--- src/rtl/seq_multiplier.sv ---
// seq_multiplier: radix-2 shift-add multiplier, one multiplier bit per clock.
// Supports unsigned and two's-complement operands, selected per request.
//
// Ports:
//   clk          - clock, all state updates on rising edge
//   rst_n        - asynchronous active-low reset
//   start        - request a multiply; accepted only while busy is low
//   signed_mode  - 1: operands are two's complement, 0: unsigned (captured with operands)
//   a            - multiplicand, WIDTH bits
//   b            - multiplier, WIDTH bits
//   busy         - high while a multiply is in progress
//   done         - one-cycle pulse when product holds a new result
//   product      - 2*WIDTH-bit result of the last completed multiply
module seq_multiplier #(
    parameter int unsigned WIDTH = 4
) (
    input  logic                 clk,
    input  logic                 rst_n,
    input  logic                 start,
    input  logic                 signed_mode,
    input  logic [WIDTH-1:0]     a,
    input  logic [WIDTH-1:0]     b,
    output logic                 busy,
    output logic                 done,
    output logic [2*WIDTH-1:0]   product
);

    localparam int unsigned PW = 2 * WIDTH;
    localparam int unsigned CW = (WIDTH > 2) ? $clog2(WIDTH) : 1;

    typedef enum logic [1:0] {
        IDLE = 2'd0,
        CALC = 2'd1,
        DONE = 2'd2
    } state_t;

    state_t            r_state;
    state_t            w_state_next;
    logic              w_accept;

    logic [PW-1:0]     r_mcand;
    logic [WIDTH-1:0]  r_mplier;
    logic [PW-1:0]     r_acc;
    logic [CW-1:0]     r_cnt;
    logic              r_signed;
    logic              r_busy;
    logic              r_done;
    logic [PW-1:0]     r_product;

    logic [PW-1:0]     w_a_ext;
    logic [PW-1:0]     w_addend;
    logic              w_last;
    logic [PW-1:0]     w_acc_next;

    // State register
    always_ff @(posedge clk or negedge rst_n) begin
        if (!rst_n) begin
            r_state <= IDLE;
        end else begin
            r_state <= w_state_next;
        end
    end

    // Next-state logic and start acceptance
    always_comb begin
        w_state_next = r_state;
        w_accept     = 1'b0;
        case (r_state)
            IDLE: begin
                if (start) begin
                    w_accept     = 1'b1;
                    w_state_next = CALC;
                end
            end
            CALC: begin
                if (w_last) begin
                    w_state_next = DONE;
                end
            end
            DONE: begin
                if (start) begin
                    w_accept     = 1'b1;
                    w_state_next = CALC;
                end else begin
                    w_state_next = IDLE;
                end
            end
            default: begin
                w_state_next = IDLE;
            end
        endcase
    end

    // Multiplicand extended to product width; sign-extended only in signed mode
    assign w_a_ext = {{WIDTH{signed_mode & a[WIDTH-1]}}, a};

    // Shift-add step. In signed mode the multiplier MSB carries weight -2^(WIDTH-1),
    // so the final partial product is subtracted instead of added. Arithmetic is
    // modulo 2^PW, which makes the sign-extended multiplicand produce the exact result.
    assign w_addend   = r_mplier[0] ? r_mcand : '0;
    assign w_last     = (r_cnt == CW'(WIDTH - 1));
    assign w_acc_next = (w_last && r_signed) ? (r_acc - w_addend) : (r_acc + w_addend);

    // Operand capture and accumulation datapath
    always_ff @(posedge clk or negedge rst_n) begin
        if (!rst_n) begin
            r_mcand   <= '0;
            r_mplier  <= '0;
            r_acc     <= '0;
            r_cnt     <= '0;
            r_signed  <= 1'b0;
            r_product <= '0;
        end else if (w_accept) begin
            r_mcand   <= w_a_ext;
            r_mplier  <= b;
            r_signed  <= signed_mode;
            r_acc     <= '0;
            r_cnt     <= '0;
        end else if (r_state == CALC) begin
            r_acc     <= w_acc_next;
            r_mcand   <= r_mcand << 1;
            r_mplier  <= r_mplier >> 1;
            r_cnt     <= r_cnt + CW'(1);
            // Product is only updated on the edge that enters DONE
            if (w_last) begin
                r_product <= w_acc_next;
            end
        end
    end

    // Status outputs registered from the next state so they align with r_state
    always_ff @(posedge clk or negedge rst_n) begin
        if (!rst_n) begin
            r_busy <= 1'b0;
            r_done <= 1'b0;
        end else begin
            r_busy <= (w_state_next == CALC);
            r_done <= (w_state_next == DONE);
        end
    end

    assign busy    = r_busy;
    assign done    = r_done;
    assign product = r_product;

endmodule

--- config.mk ---
export PLATFORM = sky130hd
export DESIGN_NAME = seq_multiplier
export DESIGN_NICKNAME = d
export VERILOG_FILES = /design/src/rtl/seq_multiplier.sv
export SDC_FILE = /design/constraint.sdc
export NUM_CORES = 1
export LEC_CHECK = 0
export BUFFER_PORTS_ARGS = -buffer_cell sky130_fd_sc_hd__buf_2
export CAP_MARGIN = 0
export CORE_MARGIN = 4
export CORE_UTILIZATION = 61
export DETAILED_ROUTE_END_ITERATION = 6
export PLACE_DENSITY = 0.83
export SLEW_MARGIN = 0
export SYNTH_ARGS = -nofsm -noshare
export SYNTH_HDL_FRONTEND = slang
export SYNTH_SLANG_ARGS = --single-unit
--- constraint.sdc ---
create_clock -name clk -period 4.4 [get_ports clk]
set_clock_uncertainty 0.15 [all_clocks]
set_input_delay 0.22 -clock clk [delete_from_list [all_inputs] [get_ports clk]]
set_output_delay 0.22 -clock clk [all_outputs]
set_load 0.03 [all_outputs]
# == Word level (Yosys, flattened, before mapping) ==
# Cells that the tools add are included.
# totals
regBits,35
in_bits,12
wordCells,40
# op_classes
add_sub_neg,3
n_eq_ne,5
n_mux,16
n_bitwise,2
n_reduce_logical,5
# ops
cell,count
$mux W8,6
$add A8 B8 Y8,1
$mux W2,4
$mux W4,2
$sub A8 B8 Y8,1
$eq A2 B2 Y1 const B,3
$pmux W2 S3,1
$eq A2 B1 Y1 const B,2
$mux W1,3
$reduce_and A3 Y1,1
$add A2 B1 Y2 const B,1
$logic_not A2 Y1,1
$reduce_bool A2 Y1,1
$reduce_or A2 Y1,1
$and A1 B1 Y1,1
$logic_and A1 B1 Y1,1
$not A1 Y1,1

# == Depth between registers and ports, before layout ==
# Gate-level depths: netlist of run 1.
# depth
ltp_word,5
mapped_depth,11
mapped_depth_nobuf,11

# == Worst setup path before layout of run 1 ==
# No wires, ideal clock.
# synth_timing
kind,register to register
from,register r_cnt[0]
to,register r_acc[6]
setup_ps,124
t_arrival_ps,2350
required_time_ps,4126
setup_slack_ps,1776
stages_incl_launch_ff,11
path_cell_list,dfrtp_1 ha_1 a21boi_4 o21ai_0 xnor2_1 ha_1 a21o_1 a21o_1 a21oi_1 nor4b_1 a211o_1
# synth_between
elab_chain_cells,5
# synth_lines
element,line_no,source
from (decl),44,logic [CW-1:0] r_cnt;
from (signal assigned),123,r_cnt <= r_cnt + CW'(1);
$eq A2 B2 Y1,101,assign w_last = (r_cnt == CW'(WIDTH - 1));
$logic_and A1 B1 Y1,102,assign w_acc_next = (w_last && r_signed) ? (r_acc - w_addend) : (r_acc + w_addend);
$mux W8,102,
$mux W8,119,end else if (r_state == CALC) begin
$mux W8,113,end else if (w_accept) begin
to (signal assigned),120,r_acc <= w_acc_next;
to (decl),43,logic [PW-1:0] r_acc;
# Every way passes these cells. The select of a mux whose other input is x is not followed.
# A chain may end at the register's enable or synchronous reset.

# == Worst setup path in the final report of run 1 ==
# Same ends and word-level chain as after synthesis.

==> metrics.yaml, run 1 <==
viasPerCell: 6.13
r2r-end: "r_acc[6]$_DFFE_PN0P_"
wl_per_cell_um: 15.6
grt_use_met3_pct: 5.94
synth_top_area_cell: "dfrtp_1"
drtIter0Drc: 66
synth_edf_count: 0
synth_top_area_share_pct: 47.7
clkTransAtPathRegs_ns: 0.09
ys_top_cells_by_count: "nand2_1, dfrtp_1, o21ai_0"
tightest_slew_ns: 0.785
hold_depth: 3
syn-num-nets: 206
cp-end-kind: "flop"
grtUsageTotal_pct: 22.2
drc: 0
ctsResizeCount: 0
final.min_clock_period_ns: 2.93
slew_headroom_pct: 47.6
period_share_pct: 66.5
crit_buf_inv: 0
yosysMostFrequentCell: "nand2_1"
clock.fmax_mhz: 342
seq_area_frac_synth_pct: 47.7
whs_ns: 0.0463
drive_gt1_share_pct: 14.8
use_met1_pct: 28.2
synthCells: 185
start_util_pct: 65.4
die_y_um: 62.8
numCtsBuffers: 5
cp_cell_sequence: "ha_1 > a21boi_4 > o21ai_0 > xnor2_1 > ha_1 > a21o_1 > a21o_1 > a21oi_1 > nor4b_1 > a211o_1"
rsz0062_at_grt: "false"
r2r_slack_ns: 1.47
cpPeakStageDelay_ns: 0.41
min_to: "busy$_DFF_PN0_"
io_pins: 22
slew_violations: 0
hold_start: "start"
gp_congestion: 0.897
h-tree-depth: 2
rows: 19
cp_max_fo: 6
syn_area_um2: 1830
clk-insertion-delay-late_ns: 0.34
async_reset_ff_share_pct: 100
critical_path_class: "flop to flop"
antennaDiodeCount: 0
worstReg2RegStart: "r_cnt[0]$_DFFE_PN0P_"
fin_tns_setup_ns: 0
path_delay_family: "compound AO/OA/AOI/OAI gates"
ys_ff_latch: 35
avgSynthCellArea_um2: 9.91
cts_tree: "built"
design_area_um2: 2080
crit_required_ns: 4.47
overflow: 0
worst_hold_path_type: "input pin to flop"
nNetsFinal: 238
firstDrtPassIters: 4
grt_pass1_vias: 1525
synth.distinct_cells: 36
top_usage_layer: "met2"
critPathSlowestCell: "dfrtp_1"
start_kind: "flop"
met2_usage_pct: 35.8
synth-warning-count: 0
place_area_um2: 1940
postLayoutCoreUtil_pct: 74.3
antenna_found_initial: 0
clock_sinks: 35
synth_area_leaders: "dfrtp_1, nand2_1, ha_1"
num_vias: 1514
ff2ff_path_depth: 10
grt_pass1_wl_mm: 6.91
grt_start_max_net_pins: 36
portBuffers: 21
die-area_um2: 3950
maxCapViolations: 0
dp_hpwl_mm: 2.59
syn2layout_area_growth_pct: 13.6
clockRootBuffer: "clkbuf_4"
synth_ff_type: "dfrtp_1"
postRouteAntennaNets: 0
status: "completed"
fp.coreArea_um2: 2810
die_x_um: 62.8
wirelength_mm: 3.84
hold_viol_final: 0
setup_viol: 0
clockBufferDepth: 2
worstPathArrival_ns: 3.00
## registers in the layout (all words and copies together) (netlist names)
signal	cells
r_state	2
r_mplier	4
busy	1
r_cnt	2
r_acc	8
product	8
r_signed	1
r_mcand	8
done	1
## metrics by stage
| step | std cells | setup slack [ns] |
|---|---|---|
| 2_1_floorplan | 185 | 1.78 |
| 3_3_place_gp | 231 | 1.67 |
| 3_5_place_dp | 231 | 1.51 |
| 4_1_cts | 247 | 1.49 |
| 5_1_grt | 247 | 1.33 |
| 6_report | 247 | 1.47 |
## metal layers
layer	share of wire [%]	wire (um)
met1	43	1670
met2	47	1810
met3	6.5	248
met4	2.9	111
met5	0	0
## worst min-delay path, cell delays in order
cell and delay, ns:
buf_2 0.08, nand2b_1 0.10, o21ai_0 0.09
## cell usage in the layout, fill, tap and decap left out, types with 2 or more instances in the layout
cell type,instances
dfrtp_1,35
nand3_1,4
dlygate4sd3_1,10
nand2_1,45
a22oi_1,9
o21ai_0,16
a22o_1,4
buf_2,21
inv_1,4
xnor2_1,11
nor2_1,5
nand2b_1,6
a21o_1,3
o21ai_1,2
ha_1,8
a21oi_1,3
xor2_1,2
nor2b_1,2
clkbuf_4,5
o31ai_1,2
buf_4,2
## cells by family after synthesis
kind of cell,after synthesis,share of synthesized area (%)
buffers and inverters,12,3.61
muxes,1,0.614
AOI/OAI and AO/OA,46,18.1
adders and majority gates,9,6.55
and+or+nand+nor,69,17.1
DFF,35,47.7
xor gates and xnor gates,13,6.21
## timing repair
| item | 4_1_cts | 5_1_grt |
|---|---|---|
| buffers inserted | 0 | 0 |
| hold endpoints to repair | 44 | 0 |
| hold buffers | 10 | 0 |
## how the worst max path moves through the flow
stage | start | end | slack, ns | cells after the start
global route | r_cnt[0]$_DFFE_PN0P_ | r_acc[6]$_DFFE_PN0P_ | 1.33 | 10
floorplan | r_cnt[0]$_DFFE_PN0P_ | r_acc[6]$_DFFE_PN0P_ | 1.78 | 10
detailed placement | r_cnt[0]$_DFFE_PN0P_ | r_acc[6]$_DFFE_PN0P_ | 1.51 | 10
finish | r_cnt[0]$_DFFE_PN0P_ | r_acc[6]$_DFFE_PN0P_ | 1.47 | 10
CTS | r_cnt[0]$_DFFE_PN0P_ | r_acc[6]$_DFFE_PN0P_ | 1.49 | 10
global placement | r_cnt[0]$_DFFE_PN0P_ | r_acc[6]$_DFFE_PN0P_ | 1.67 | 10
## layout make-up
class	instances	area [um2]
sequential	35	876
tap	31	38.8
clock buffer	6	41.3
multi-input combinational	138	892
timing repair buffer	33	220
fill	200	722
inverter	4	15.0
Power of run 1 is left out: the tool's default activity adds up to more than one toggle a clock period on the data nets, which glitch-free logic cannot reach.
==> run 2, diff against run 1 <==
--- a/config.mk
+++ b/config.mk
@@ -8,9 +8,9 @@
 export BUFFER_PORTS_ARGS = -buffer_cell sky130_fd_sc_hd__buf_2
 export CAP_MARGIN = 0
 export CORE_MARGIN = 4
-export CORE_UTILIZATION = 61
+export CORE_UTILIZATION = 57
 export DETAILED_ROUTE_END_ITERATION = 6
-export PLACE_DENSITY = 0.83
+export PLACE_DENSITY = 0.78
 export SLEW_MARGIN = 0
 export SYNTH_ARGS = -nofsm -noshare
 export SYNTH_HDL_FRONTEND = slang
==> constraint.sdc (replaced) <==
create_clock -name clk -period 2.7 [get_ports clk]
set_clock_uncertainty 0.15 [all_clocks]
set_input_delay 0.135 -clock clk [delete_from_list [all_inputs] [get_ports clk]]
set_output_delay 0.135 -clock clk [all_outputs]
set_load 0.03 [all_outputs]
==> metrics.yaml, run 2 (same netlist as run 1, synthesis figures left out) <==
grt_pass1_wl_mm: 6.84
layout_common_cells: "nand2_1, dfrtp_1, buf_2, buf_4, o21ai_0"
start_kind: "flop"
num_vias: 1541
slew_headroom_pct: 49.8
place_area_um2: 2030
drc: 0
cpPeakStageDelay_ns: 0.58
hold_viol_final: 0
clk-insertion-delay-late_ns: 0.35
io_pins: 22
clock.fmax_mhz: 380
rows: 20
firstDrtPassIters: 4
design_area_um2: 2310
critPathSlowestCell: "or4_4"
wirelength_mm: 3.97
clockBufferDepth: 2
path_common_cell: "xnor2_1"
layout_commonest_cell: "nand2_1"
h-tree-depth: 2
gp_congestion: 0.858
numCtsBuffers: 5
die_y_um: 64.7
status: "completed"
fp.coreArea_um2: 3080
cp-end-kind: "flop"
viasPerCell: 5.50
syn2layout_area_growth_pct: 26.0
ff2ff_path_depth: 8
overflow: 0
clock_sinks: 35
crit_buf_inv: 0
drive_gt1_share_pct: 24.6
nNetsFinal: 256
postRouteAntennaNets: 0
num-fill-cells: 216
postLayoutCoreUtil_pct: 75.1
start_util_pct: 59.6
grtUsageTotal_pct: 21.3
rsz0062_at_grt: "true"
crit_required_ns: 2.76
worst_hold_path_type: "input pin to asynchronous set/reset pin"
clockRootBuffer: "clkbuf_4"
whs_ns: 0.222
slew_violations: 0
portBuffers: 21
die_x_um: 64.7
cts_tree: "built"
maxCapViolations: 0
period_share_pct: 97.4
worstPathArrival_ns: 2.69
fin_tns_setup_ns: 0
cp_max_fo: 4
grt_pass1_vias: 1557
cp_cell_sequence: "or4_4 > nand2_1 > xnor2_1 > ha_1 > a21o_1 > o41ai_2 > xnor2_1 > o21ai_1"
antenna_found_initial: 0
clkTransAtPathRegs_ns: 0.12
worstReg2RegStart: "r_mcand[0]$_DFFE_PN0P_"
tightest_slew_ns: 0.754
critical_path_class: "flop to flop"
setup_viol: 0
die-area_um2: 4190
r2r_slack_ns: 0.07
wl_per_cell_um: 14.2
antennaDiodeCount: 0
final.min_clock_period_ns: 2.63
dp_hpwl_mm: 2.76
drtIter0Drc: 73
path_delay_family: "simple AND/OR/NAND/NOR gates"
r2r-end: "r_acc[7]$_DFFE_PN0P_"
grt_start_max_net_pins: 36
==> run 2: layer usage <==
layer  routed length, um  vias up  GRT usage, %
met4                 117        0          11.9
met5                   0        -             0
met1                1610      748          25.3
met3                 200       12          5.89
met2                2040       42          34.7
li1                    -      739             -
==> run 2: stage by stage <==
step | setup slack, ns | cells
floorplan | 0.0761 | 185
global placement | 0.0550 | 254
detailed placement | -0.0648 | 254
CTS | 0.0505 | 273
global route | -0.0185 | 280
finish | 0.0694 | 280
==> run 2: timing repair <==
item / CTS / global route
buffers inserted: 0 / 7
hold buffers: 11 / 0
pin swaps: 0 / 11
hold endpoints to repair: 48 / 0
setup endpoints to repair: 4 / 4
resized for setup: 4 / 3
==> run 2: worst max path at each step <==
stage,cells past startpoint,start,endpoint
floorplan,10,r_cnt[0]$_DFFE_PN0P_,r_acc[6]$_DFFE_PN0P_
global placement,11,r_cnt[0]$_DFFE_PN0P_,r_acc[6]$_DFFE_PN0P_
detailed placement,10,r_cnt[0]$_DFFE_PN0P_,r_acc[6]$_DFFE_PN0P_
CTS,10,r_cnt[0]$_DFFE_PN0P_,product[6]$_DFFE_PN0P_
global route,10,r_cnt[0]$_DFFE_PN0P_,r_acc[6]$_DFFE_PN0P_
finish,8,r_mcand[0]$_DFFE_PN0P_,r_acc[7]$_DFFE_PN0P_
==> run 2: layout make-up <==
type / count / area (um2) / area share, %
clock buffer: 6 / 51.3 / 2.22
clock inverter: 2 / 35.0 / 1.52
inverter: 4 / 15.0 / 0.650
multi-input combinational: 138 / 921 / 39.8
sequential: 35 / 876 / 37.9
tap: 44 / 55.1 / 2.38
timing repair buffer: 51 / 358 / 15.5
Power of run 2 is left out for the same reason.
